### config.mk
export PLATFORM = sky130hd
export DESIGN_NAME = seg_scan_mux
export DESIGN_NICKNAME = d
export VERILOG_FILES = /design/src/rtl/seg_scan_mux.sv
export SDC_FILE = /design/constraint.sdc
export NUM_CORES = 1
export LEC_CHECK = 0
export CORE_MARGIN = 3
export CORE_UTILIZATION = 36
export DETAILED_ROUTE_END_ITERATION = 7
export MAX_ROUTING_LAYER = met4
export PLACE_DENSITY = 0.61
export SLEW_MARGIN = 20
export SYNTH_ARGS = -nofsm -noshare
export SYNTH_HDL_FRONTEND = slang
export SYNTH_SLANG_ARGS = --single-unit
### constraint.sdc
create_clock -name clk -period 2.35 [get_ports clk]
set_input_delay 0.235 -clock clk [delete_from_list [all_inputs] [get_ports clk]]
set_output_delay 0.235 -clock clk [all_outputs]
set_load 0.005 [all_outputs]
### src/rtl/seg_scan_mux.sv
// Multiplexed 7-segment display scanner.
// Scans DIGITS digits in time slots of TICK_DIV clocks, PWM-dims the lit digit,
// and double-buffers the displayed data so a frame never shows mixed content.

// Hex nibble to active-low segments, g..a = seg_n[6:0].
module seg_scan_lane (
  input  logic [3:0] nib,
  output logic [6:0] seg_n
);
  // Full 0-F decode.
  always_comb begin
    seg_n = 7'h7F;
    case (nib)
      4'h0: seg_n = 7'b1000000;
      4'h1: seg_n = 7'b1111001;
      4'h2: seg_n = 7'b0100100;
      4'h3: seg_n = 7'b0110000;
      4'h4: seg_n = 7'b0011001;
      4'h5: seg_n = 7'b0010010;
      4'h6: seg_n = 7'b0000010;
      4'h7: seg_n = 7'b1111000;
      4'h8: seg_n = 7'b0000000;
      4'h9: seg_n = 7'b0010000;
      4'hA: seg_n = 7'b0001000;
      4'hB: seg_n = 7'b0000011;
      4'hC: seg_n = 7'b1000110;
      4'hD: seg_n = 7'b0100001;
      4'hE: seg_n = 7'b0000110;
      default: seg_n = 7'b0001110;
    endcase
  end
endmodule

module seg_scan_mux #(
  parameter int DIGITS    = 4,
  parameter int TICK_DIV  = 65536,
  parameter int DUTY_BITS = 4
) (
  input  logic                  clk,
  input  logic                  rst,
  input  logic [4*DIGITS-1:0]   data,
  input  logic [DIGITS-1:0]     dp_in,
  input  logic [DIGITS-1:0]     blank,
  input  logic                  load,
  input  logic [DUTY_BITS-1:0]  brightness,
  input  logic                  enable,
  output logic [6:0]            seg,
  output logic [DIGITS-1:0]     an,
  output logic                  dp,
  output logic                  frame_done
);
  localparam int IW = (DIGITS > 1) ? $clog2(DIGITS) : 1;
  localparam int CW = (TICK_DIV > 1) ? $clog2(TICK_DIV) : 1;

  logic [CW-1:0]             cnt_q, cnt_d;
  logic [IW-1:0]             idx_q, idx_d;
  logic [DUTY_BITS-1:0]      pwm_q, pwm_d;
  logic                      fd_q, fd_d;

  logic [DIGITS-1:0][3:0]    pend_data_q, pend_data_d;
  logic [DIGITS-1:0]         pend_dp_q, pend_dp_d;
  logic [DIGITS-1:0]         pend_blank_q, pend_blank_d;
  logic                      pend_vld_q, pend_vld_d;
  logic [DIGITS-1:0][3:0]    act_data_q, act_data_d;
  logic [DIGITS-1:0]         act_dp_q, act_dp_d;
  logic [DIGITS-1:0]         act_blank_q, act_blank_d;

  logic [6:0]                seg_q, seg_d;
  logic [DIGITS-1:0]         an_q, an_d;
  logic                      dp_q, dp_d;

  logic                      tick, wrap, lit, on;
  logic [DIGITS-1:0][6:0]    lane_seg;
  logic [6:0]                sel_seg;
  logic                      sel_dp, sel_blank;

  assign tick = enable && (cnt_q == CW'(TICK_DIV - 1));
  assign wrap = tick && (idx_q == IW'(DIGITS - 1));

  // One decoder per digit; the scan index picks which one reaches the pins.
  for (genvar g = 0; g < DIGITS; g++) begin : g_lane
    seg_scan_lane u_lane (.nib(act_data_q[g]), .seg_n(lane_seg[g]));
  end

  // Prescaler, digit index, free-running PWM and frame pulse.
  always_comb begin
    cnt_d = cnt_q;
    idx_d = idx_q;
    if (enable) cnt_d = tick ? '0 : cnt_q + 1'b1;
    if (tick)   idx_d = wrap ? '0 : idx_q + 1'b1;
    pwm_d = pwm_q + 1'b1;
    fd_d  = wrap;
  end

  // Double buffer: pending is promoted only at a frame boundary, or at once
  // when scanning is stopped. Promotion reads the old pending contents, so a
  // load on the same cycle stays pending for the next boundary.
  always_comb begin
    pend_data_d  = pend_data_q;
    pend_dp_d    = pend_dp_q;
    pend_blank_d = pend_blank_q;
    pend_vld_d   = pend_vld_q;
    act_data_d   = act_data_q;
    act_dp_d     = act_dp_q;
    act_blank_d  = act_blank_q;
    if (pend_vld_q && (wrap || !enable)) begin
      act_data_d  = pend_data_q;
      act_dp_d    = pend_dp_q;
      act_blank_d = pend_blank_q;
      pend_vld_d  = 1'b0;
    end
    if (load) begin
      pend_data_d  = data;
      pend_dp_d    = dp_in;
      pend_blank_d = blank;
      pend_vld_d   = 1'b1;
    end
  end

  // Select the current digit and build the next pin state.
  always_comb begin
    sel_seg   = 7'h7F;
    sel_dp    = 1'b0;
    sel_blank = 1'b1;
    for (int i = 0; i < DIGITS; i++) begin
      if (idx_q == IW'(i)) begin
        sel_seg   = lane_seg[i];
        sel_dp    = act_dp_q[i];
        sel_blank = act_blank_q[i];
      end
    end
    // Full-scale brightness means always on, not "pwm < max".
    lit  = (brightness == {DUTY_BITS{1'b1}}) || (pwm_q < brightness);
    on   = enable && lit && !sel_blank;
    seg_d = on ? sel_seg : 7'h7F;
    dp_d  = on ? ~sel_dp : 1'b1;
    for (int i = 0; i < DIGITS; i++) an_d[i] = ~(on && (idx_q == IW'(i)));
  end

  // State and registered outputs; reset blanks the display immediately.
  always_ff @(posedge clk or posedge rst) begin
    if (rst) begin
      cnt_q        <= '0;
      idx_q        <= '0;
      pwm_q        <= '0;
      fd_q         <= 1'b0;
      pend_data_q  <= '0;
      pend_dp_q    <= '0;
      pend_blank_q <= '0;
      pend_vld_q   <= 1'b0;
      act_data_q   <= '0;
      act_dp_q     <= '0;
      act_blank_q  <= '0;
      seg_q        <= 7'h7F;
      an_q         <= '1;
      dp_q         <= 1'b1;
    end else begin
      cnt_q        <= cnt_d;
      idx_q        <= idx_d;
      pwm_q        <= pwm_d;
      fd_q         <= fd_d;
      pend_data_q  <= pend_data_d;
      pend_dp_q    <= pend_dp_d;
      pend_blank_q <= pend_blank_d;
      pend_vld_q   <= pend_vld_d;
      act_data_q   <= act_data_d;
      act_dp_q     <= act_dp_d;
      act_blank_q  <= act_blank_d;
      seg_q        <= seg_d;
      an_q         <= an_d;
      dp_q         <= dp_d;
    end
  end

  assign seg        = seg_q;
  assign an         = an_q;
  assign dp         = dp_q;
  assign frame_done = fd_q;
endmodule
Word level (Yosys, flattened, before mapping)
Memory sizes are Yosys's and may differ from the RTL's.
Index checks and enable logic that the tools add are counted.
Widths: inputs -> output; s select.
{"block": "word_totals", "register_bits": 84, "rom_bits": 448, "n_memories": 4}
{"block": "classes", "n_addsub": 3, "n_lt_le_gt_ge": 1, "eq_ne": 5, "muxes": 18, "bitwise_logic": 5, "n_reduce_logical": 15}
{"memory": "(name not given)", "words": 16, "word_bits": 7, "read_ports": 1, "rd_ports_with_merged_regs": 0, "write_ports": 0, "line": "13", "rtl": "case (nib)"}
{"memory": "(name not given)", "words": 16, "word_bits": 7, "read_ports": 1, "rd_ports_with_merged_regs": 0, "write_ports": 0, "line": "13"}
{"memory": "(name not given)", "words": 16, "word_bits": 7, "read_ports": 1, "rd_ports_with_merged_regs": 0, "write_ports": 0, "line": "13"}
{"memory": "(name not given)", "words": 16, "word_bits": 7, "read_ports": 1, "rd_ports_with_merged_regs": 0, "write_ports": 0, "line": "13"}
{"cell": "$mux 7", "n": 5}
{"cell": "$add 16x1->16 const B", "n": 1}
{"cell": "$eq 16x16->1 const B", "n": 1}
{"cell": "$mux 16", "n": 1}
{"cell": "$mux 1", "n": 11}
{"cell": "$logic_and 1x1->1", "n": 9}
{"cell": "$not 1->1", "n": 5}
{"cell": "$add 4x1->4 const B", "n": 1}
{"cell": "$eq 2x2->1 const B", "n": 2}
{"cell": "$eq 4x4->1 const B", "n": 1}
{"cell": "$lt 4x4->1", "n": 1}
{"cell": "$add 2x1->2 const B", "n": 1}
{"cell": "$eq 2x1->1 const B", "n": 1}
{"cell": "$logic_not 1->1", "n": 2}
{"cell": "$logic_not 2->1", "n": 1}
{"cell": "$logic_or 1x1->1", "n": 2}
{"cell": "$mux 2", "n": 1}
{"cell": "$reduce_bool 2->1", "n": 1}

Depth between registers and ports, before layout
{"block": "depth", "ltp_word": 9, "mapped_depth": 9}

Modules after synthesis
A second synthesis with hierarchy kept.
{"block": "hier_totals", "hier_cells": 417, "area_unflattened_um2": 4864.7}
{"module": "seg_scan_mux", "n_inst": 1, "cells_per_inst": 290, "area_per_inst_um2": 3763.6, "seq_area_each_um2": 2117.0}
{"module": "seg_scan_lane (g_lane[0].u_lane ...)", "n_inst": 3, "cells_per_inst": 32, "area_per_inst_um2": 275.3, "seq_area_each_um2": 0.0}
{"module": "seg_scan_lane (g_lane[2].u_lane)", "n_inst": 1, "cells_per_inst": 31, "area_per_inst_um2": 275.3, "seq_area_each_um2": 0.0}

Least setup slack after synthesis
Ideal clock, no wire load.
{"block": "synth_timing", "path_type": "register to register", "from": "reg cnt_q[0]", "to": "reg act_blank_q[0]", "setup_time_ps": 125, "arrival_ps": 1733, "t_required_ps": 2225, "slack_ps": 492, "path_stages_with_launch": 9, "n_path_buf": 2, "synth_period_minus_slack_ps": 1858, "cell_sequence": "dfrtp_1 -> ha_1 -> and3_1 -> buf_4 -> nand3_2 -> nor3_4 -> a21oi_4 -> buf_12 -> mux2_4"}
{"block": "synth_between", "elab_chain_len": 5}
{"item": "from (decl)", "line": "55", "rtl": "logic [CW-1:0] cnt_q, cnt_d;"}
{"item": "from (signal assigned)", "line": "158", "rtl": "cnt_q <= cnt_d;"}
{"item": "$eq 16x16->1", "line": "77", "rtl": "assign tick = enable && (cnt_q == CW'(TICK_DIV - 1));"}
{"item": "$logic_and 1x1->1", "line": "77"}
{"item": "$logic_and 1x1->1", "line": "78", "rtl": "assign wrap = tick && (idx_q == IW'(DIGITS - 1));"}
{"item": "$logic_or 1x1->1", "line": "106", "rtl": "if (pend_vld_q && (wrap || !enable)) begin"}
{"item": "$logic_and 1x1->1", "line": "106"}
{"item": "to (signal assigned)", "line": "168", "rtl": "act_blank_q <= act_blank_d;"}
{"item": "to (decl)", "line": "66", "rtl": "logic [DIGITS-1:0] act_blank_q, act_blank_d;"}
No other way between the ends.
A chain may end at the register's enable or synchronous reset.

Final worst setup path
{"block": "layout_timing", "from": "reg cnt_q[0]", "to": "reg act_dp_q[1]"}
{"block": "layout_between", "elab_chain_len": 5}
{"item": "$eq 16x16->1", "line": "77"}
{"item": "$logic_and 1x1->1", "line": "77"}
{"item": "$logic_and 1x1->1", "line": "78"}
{"item": "$logic_or 1x1->1", "line": "106"}
{"item": "$logic_and 1x1->1", "line": "106"}
{"item": "to (signal assigned)", "line": "167", "rtl": "act_dp_q <= act_dp_d;"}
{"item": "to (decl)", "line": "65", "rtl": "logic [DIGITS-1:0] act_dp_q, act_dp_d;"}
No other way between the ends.

==> results by stage <==
Place:
- The number of buffers added on ports is 44.
- The congestion estimate from routability-driven global placement came to 0.9167.
- The wire-length estimate of the detail-placed layout is 6917 um.
- The placed cell area is 5374 um2.

Timing:
- The final critical path takes up 94.32% of the cycle.
- The number of slew-limit violations in the final report came to 0.
- The final count of hold timing violations came to 0.
- Across the routed clock network, the largest skew measured is 0.006974 ns.
- Timing would allow up to 0.4511 GHz.
- At the pin with the least slew margin, the transition time is 1.036 ns.
- Setup repair after global routing left no endpoint under its margin.
- Adding up every negative setup slack in the final design gives 0 ns.
- Subtracting the final worst setup slack from the clock period gives 2.217 ns.
- The number of failing setup endpoints in the final timing report is 0.
- The worst pin sits at a relative slew slack of 30.91%.

Power:
- The power per cell area is 772.3 nW/um2.
- The total power after layout is 4.402 mW.
- The reported leakage power is 2.536 nW.
- IR analysis of the VDD net gives a maximum drop of 0.3915 mV.

Drt:
- The post-detailed-route DRC marker count is 0.
- The final route contains 3,138 vias.
- Once detail routing completed, the nets flagged for antenna violations numbered 0.
- The average routed wire per standard cell is 14.70 um.
- The violation count after the first detailed-routing iteration is 117.
- After detailed routing, the total wire length is 9376 um.
- The first detailed-routing pass ran for 4 iterations.
- The via density per instance is 4.918.

Setup path:
- At the worst endpoint, the arrival time is 2.44 ns.
- The critical path is of the flop to flop type.
- STA classifies the critical path startpoint as a flop.
- At the worst endpoint, the required time is 2.57 ns.
- The worst setup path is captured at a flop.
- Of all nets on the critical path, the largest fanout is 12.

CTS:
- The CTS tree is yes.
- Once the clock tree was built, the resizer swapped 0 gates to a different size.
- The post-CTS setup repair buffer count is 0.
- Counting along the longest clock path gives a buffer depth of 2.
- The CTS clock-pin slew for the worst setup and hold paths is 0.06 ns.
- In this run, CTS created clock tree buffers numbering 9.
- CTS saw 84 sinks.
- Buffers inserted to repair hold after CTS numbered 0.
- Clock latency on the worst-skew pair, taken at its later pin, is 0.34 ns.
- In this run the clock root is driven by a clkbuf_16.
- The CTS H-tree depth is 3.

Global routing:
- The pin count of the biggest net entering global routing is 37.
- The overall fraction of global-route tracks in use is 14.55%.
- For this run the aggregate overflow at the end of global routing stands at 0.
- The global-route wire length before repair is 16,170 um.
- The number of global-route vias before repair came to 3,269.
- The number of antenna violations at the first check in global routing is 0.

Finish:
- For this run, the share of the core covered by cells in the final layout is 44.81%.
- The signed area change from the synthesized netlist to the final layout is 20.59%.
- The layout has 1,222 filler cells.
- For this run, the post-layout net count is 528.
- The number of diodes is 0.
- The fraction of final layout cells with drive strength greater than 1 is 23.18%.
- The post-route cell area is 5700 um2.

Logic synthesis:
- The number of nets produced by synthesis is 480.
- The synthesized netlist occupies a cell area of 4727 um2.
- The largest total area in the synthesized netlist belongs to dfrtp_1.
- Counting distinct cell types in the post-synthesis netlist gives 53.
- Synthesis produced 413 cells.
- Counting flops and latches in the post-synthesis netlist gives 84.
- Sequential cells were found to cover 44.79% of the synthesized design area.
- For this run, the number of Yosys warnings is 0.
- The average instance in the mapped netlist occupies 11.45 um2.
- For this run, the leading register cell type out of synthesis is dfrtp_1.
- Summed over its instances, the top area cell type makes up 38.12% of the synthesized netlist area.
- By count the netlist is led by dfrtp_1, ha_1, mux2_2, nand2_1.
- Sorting the synthesized cells by area gives the leading types as dfrtp_1, ha_1, mux2_2.
- The synthesized design contains 0 enable-type register cells.
- By instance count, the leading cell after synthesis is dfrtp_1.
- Of all flip-flops after synthesis, the portion carrying an async set or reset was 100.0%.

Floorplanning:
- The floorplan step defined a die boundary enclosing 14,540 um2.
- The y dimension of the die is 120.6 um.
- The core area is 12,720 um2.
- For this configuration, the core starts out at a cell density of 37.16%.
- The die boundary width is 120.6 um.
- The count of pins on the block boundary is 45.
- The placement row count is 41.

Run status:
- The flow ran to the end, and the final reports show no timing, DRC or antenna violations.

Job:
- The max-cap check violation count is 0.

Hold path:
- The class of the most critical hold timing path is input port to asynchronous set/reset pin.
[layer usage]
layer  share of wire (%)  up-vias  GRT usage [%]
li1                    -     1552              -
met1                  46     1529          18.16
met2                  49       46          22.98
met3                 3.5       11          3.929
met4                 1.3        0          5.028
met5                   0        -              -
[cells by family after synthesis]
| family | Yosys count | share of synthesized area, % |
|---|---|---|
| and+or+nand+nor | 102 | 11.17 |
| DFF | 84 | 44.79 |
| muxes | 66 | 17.73 |
| AOI/OAI and AO/OA | 62 | 9.185 |
| buffers and inverters | 48 | 4.897 |
| adders and majority gates | 35 | 9.264 |
| xor gates and xnor gates | 16 | 2.965 |
[path summary, 6_finish.rpt]
| check | start | to | slack, ns | cells past startpoint |
|---|---|---|---|---|
| min reg2reg | pwm_q[0] | pwm_q[0] | 0.48 | 1 |
| min | rst | frame_done | 0.29 | 2 |
| max in group asynchronous | rst | an[3] | 1.40 | 3 |
| max | cnt_q[0] | act_dp_q[1] | 0.13 | 6 |
| max reg2reg | cnt_q[0] | act_dp_q[1] | 0.13 | 6 |
| min in group clk | pwm_q[0] | pwm_q[0] | 0.48 | 1 |
[cell usage in the layout (no fill, tap or decap), types with 2 or more instances in the layout]
cell type        Yosys  routed
nand3b_1             3       3
nand2_1             29      29
nor3_1               5       5
dfrtp_1             72      72
mux4_2               3       3
clkbuf_16            0       9
nand2b_1             6       6
dfstp_2             12      12
mux2_2              32      32
a31o_2               2       2
a211oi_1             2       2
inv_1               25      24
o211ai_1             5       5
buf_4                3      14
and3_1               3       3
and2_1               3       3
a221o_1              2       2
nand3_1              9       9
xor2_1               7       7
xnor2_1              9       9
o2111ai_1            5       5
a21oi_1              9       9
o31ai_1              3       3
o311ai_0             2       2
nand4_1              6       6
o21bai_1             2       2
a22oi_1              4       4
nor3b_1              2       2
ha_1                35      35
bufinv_16            0       2
nor2b_1              3       3
a2111oi_0            3       3
o21ai_0             16      16
clkinvlp_4           0       3
mux2_4              20      20
nor2_1              25      25
clkdlybuf4s50_1      0      44
mux2i_1             11      11
[critical path, cell delays in order (launching register included)]
cell and delay (ns):
dfrtp_1 0.42, ha_1 0.23, and3_1 0.20, nand3_2 0.10, nor3_4 0.06, a21oi_2 0.75, mux2_4 0.35
[sequential cells by signal, summed over array words and instances, names as in the netlist]
name          flops
pend_data_q      16
pend_dp_q         4
act_dp_q          4
act_blank_q       4
frame_done        1
seg               7
dp                1
an                4
act_data_q       16
pend_blank_q      4
pend_vld_q        1
pwm_q             4
idx_q             2
cnt_q            16
[area by class of cell]
type / instances / area [um2] / area share, %
multi-input combinational: 282 / 2387 / 41.88
sequential: 84 / 2117 / 37.14
timing repair buffer: 59 / 565.5 / 9.921
clock buffer: 10 / 229.0 / 4.017
tap: 172 / 215.2 / 3.775
inverter: 25 / 97.59 / 1.712
clock inverter: 6 / 88.84 / 1.558
[report_power, final]
| part | switching (mW) | leakage (nW) | total (mW) | internal [mW] |
|---|---|---|---|---|
| clock | 0.571 | 0.149 | 1.50 | 0.930 |
| sequential | 0.259 | 0.995 | 1.93 | 1.67 |
| combinational | 0.425 | 1.39 | 0.971 | 0.546 |
| total | 1.25 | 2.54 | 4.40 | 3.15 |
[stage by stage]
step / cells / setup WS, ns / hold WS [ns]
floorplan: 413 / 0.4919 / 0.3867
global placement: 621 / -0.08722 / 0.4630
detailed placement: 621 / -0.1530 / 0.4719
CTS: 638 / 0.09752 / 0.2983
global route: 638 / 0.02428 / 0.3284
finish: 638 / 0.1334 / 0.2945
No activity file was read; power rests on OpenSTA's default activity.
==> patch: new RTL, config.mk and constraints unchanged <==
Register the output `an` once more, with the module's reset; this adds one clock of latency there. The other outputs are not delayed to match.
--- a/src/rtl/seg_scan_mux.sv
+++ b/src/rtl/seg_scan_mux.sv
@@ -173,7 +173,13 @@
   end
 
   assign seg        = seg_q;
-  assign an         = an_q;
+  always_ff @(posedge clk or posedge rst) begin
+    if (rst) begin
+      an <= '0;
+    end else begin
+      an <= an_q;
+    end
+  end
   assign dp         = dp_q;
   assign frame_done = fd_q;
 endmodule
Behaviour: not the same (Yosys sat finds a counterexample within 4 cycles, from zero or initial values and one cycle with rst high).
==> patch against the original RTL <==
  * Die area is 1.4% higher
  * Wire length is 1.9% higher
  * Clock skew is 0.00075 ns lower
  * Design area is 0.97% higher
  * Worst setup slack better by 0.14 ns
  * Synthesized area is 1.5% higher
  * Sequential cell count is 4 higher
  * Non-clock buffer count is 4 lower
  * Clock power is 4% lower
  * Total power is 1.4% lower
  * Critical path type unchanged
==> patch: results (changes against the original RTL) <==
outcome finished, final reports clean (unchanged); critical path arrival 2.35 ns (was 2.44 ns); reported leakage power 2.54 nW (about the same); CTS resizes 0 (unchanged); via count of the first global-routing pass 3312 (was 3269); clock-pin transition on the worst setup and hold timing paths 0.06 ns (about the same); detailed-route wire length per cell 14.8 µm (was 14.7 µm); antenna violations before repair 0 (unchanged); buffers inserted by post-CTS timing repair 0 (unchanged); Most used DFF post-synth dfrtp_1 (unchanged); Net count, final 537 (was 528); PortBufs 44 (unchanged); wire length of the first global-routing pass 16.4 mm (was 16.2 mm); largest cells by area after synthesis dfrtp_1, ha_1, mux2_2 (unchanged); number of buffers created by CTS 9 (unchanged); minimum setup slack after placement 0.239 ns (was -0.153 ns); largest net degree at the start of global routing 89 (was 37); clock latency on the worst-skew pair between 0.3 and 0.4 ns; CTS Buffer Depth 2 (unchanged); Pins Over Slew Limit 0 (unchanged); post-DR vias/cell 5.05 (was 4.92); cell at the root of the clock tree clkbuf_16 (unchanged); syn nets 494 (was 480); total of warnings raised by yosys 0 (unchanged); gp weighted congestion 0.866 (was 0.917); post-synthesis cell type count 46 (was 53); fraction of synthesis flops using an asynchronous set or reset pin 100% (unchanged); largest registers act_data_q: 16 flops, cnt_q: 16 flops, pend_data_q: 16 flops (unchanged); number of optimization iterations in the first detailed-route pass 4 (unchanged); list of most frequent post-synthesis cells dfrtp_1, nand2_1, ha_1, mux2_2, inv_1 (was dfrtp_1, ha_1, mux2_2, nand2_1); Setup Skew 0.00622 ns (was 0.00697 ns); fraction of layout instances using a drive strength above 1 20.4% (was 23.2%); Worst IR Drop VDD 0.374 mV (was 0.391 mV); H-tree Lvls 3 (unchanged); Max FO, Critical Path 10 (was 12); GRT Total Usage 14.5% (about the same); number of diodes added for antenna fixing 0 (unchanged); Seq/Total Area, Yosys 46.2% (was 44.8%); classification of the worst-slack hold path input pin to asynchronous set/reset pin (unchanged); final setup vio count 0 (unchanged); worst relative slew slack 65.5% (was 30.9%); violation count after the first detailed-route iteration 169 (was 117); DPL Wire Length 6.73 mm (was 6.92 mm)
## patch: cell type report
cell class	instances	area [µm²]
sequential	88	2220
timing repair buffer	55	548
clock buffer	10	239
multi-input combinational	293	2390
tap	172	215
inverter	23	90.1
fill	1196	7070
clock inverter	6	57.6
## patch: cell families after synthesis
family,after synthesis,share of synthesized area [%]
buffers and inverters,46,3.97
xor gates and xnor gates,15,2.74
and+or+nand+nor,111,11.1
DFF,88,46.2
muxes,70,17.9
AOI/OAI and AO/OA,62,8.95
adders and majority gates,35,9.13
## patch: final timing paths
| kind | from | endpoint | slack (ns) | cells past startpoint |
|---|---|---|---|---|
| worst max-delay path | idx_q[1] | an_q[3] | 0.27 | 8 |
| worst min-delay path | rst | cnt_q[13] | 0.37 | 3 |
| worst max register to register | idx_q[1] | an_q[3] | 0.27 | 8 |
| worst min register to register | an_q[1] | an[1] | 0.39 | 0 |
| max in group asynchronous | rst | seg[4] | 1.61 | 3 |
| min in group clk | an_q[1] | an[1] | 0.39 | 0 |
## patch: critical path, stage by stage, from the launching register on
cell      delay, ns
dfrtp_1        0.38
inv_1          0.08
ha_1           0.24
nor2b_1        0.29
a221oi_1       0.16
o22ai_1        0.22
o21a_1         0.38
buf_4          0.19
nand2_1        0.05
## patch: per-layer routing
| layer | up-vias | part of all wire (%) | global-route usage (%) | wire length (µm) |
|---|---|---|---|---|
| li1 | 1595 | - | - | - |
| met4 | 0 | 1.4 | 4.83 | 138 |
| met5 | - | 0 | - | 0 |
| met2 | 62 | 49 | 23.0 | 4710 |
| met1 | 1603 | 45 | 18.0 | 4340 |
| met3 | 9 | 3.8 | 4.06 | 364 |
## patch: metrics by stage
stage	hold slack, ns	area, µm²	cells
4_1_cts	0.391	5760	647
6_report	0.370	5760	647
3_3_place_gp	0.381	5460	631
5_1_grt	0.393	5760	647
3_5_place_dp	0.382	5460	631
2_1_floorplan	0.379	4800	427
## patch: power by group
part	total, mW	internal, mW	switching, mW
Sequential	2.00	1.73	0.273
Combinational	0.905	0.519	0.386
Clock	1.44	0.847	0.593
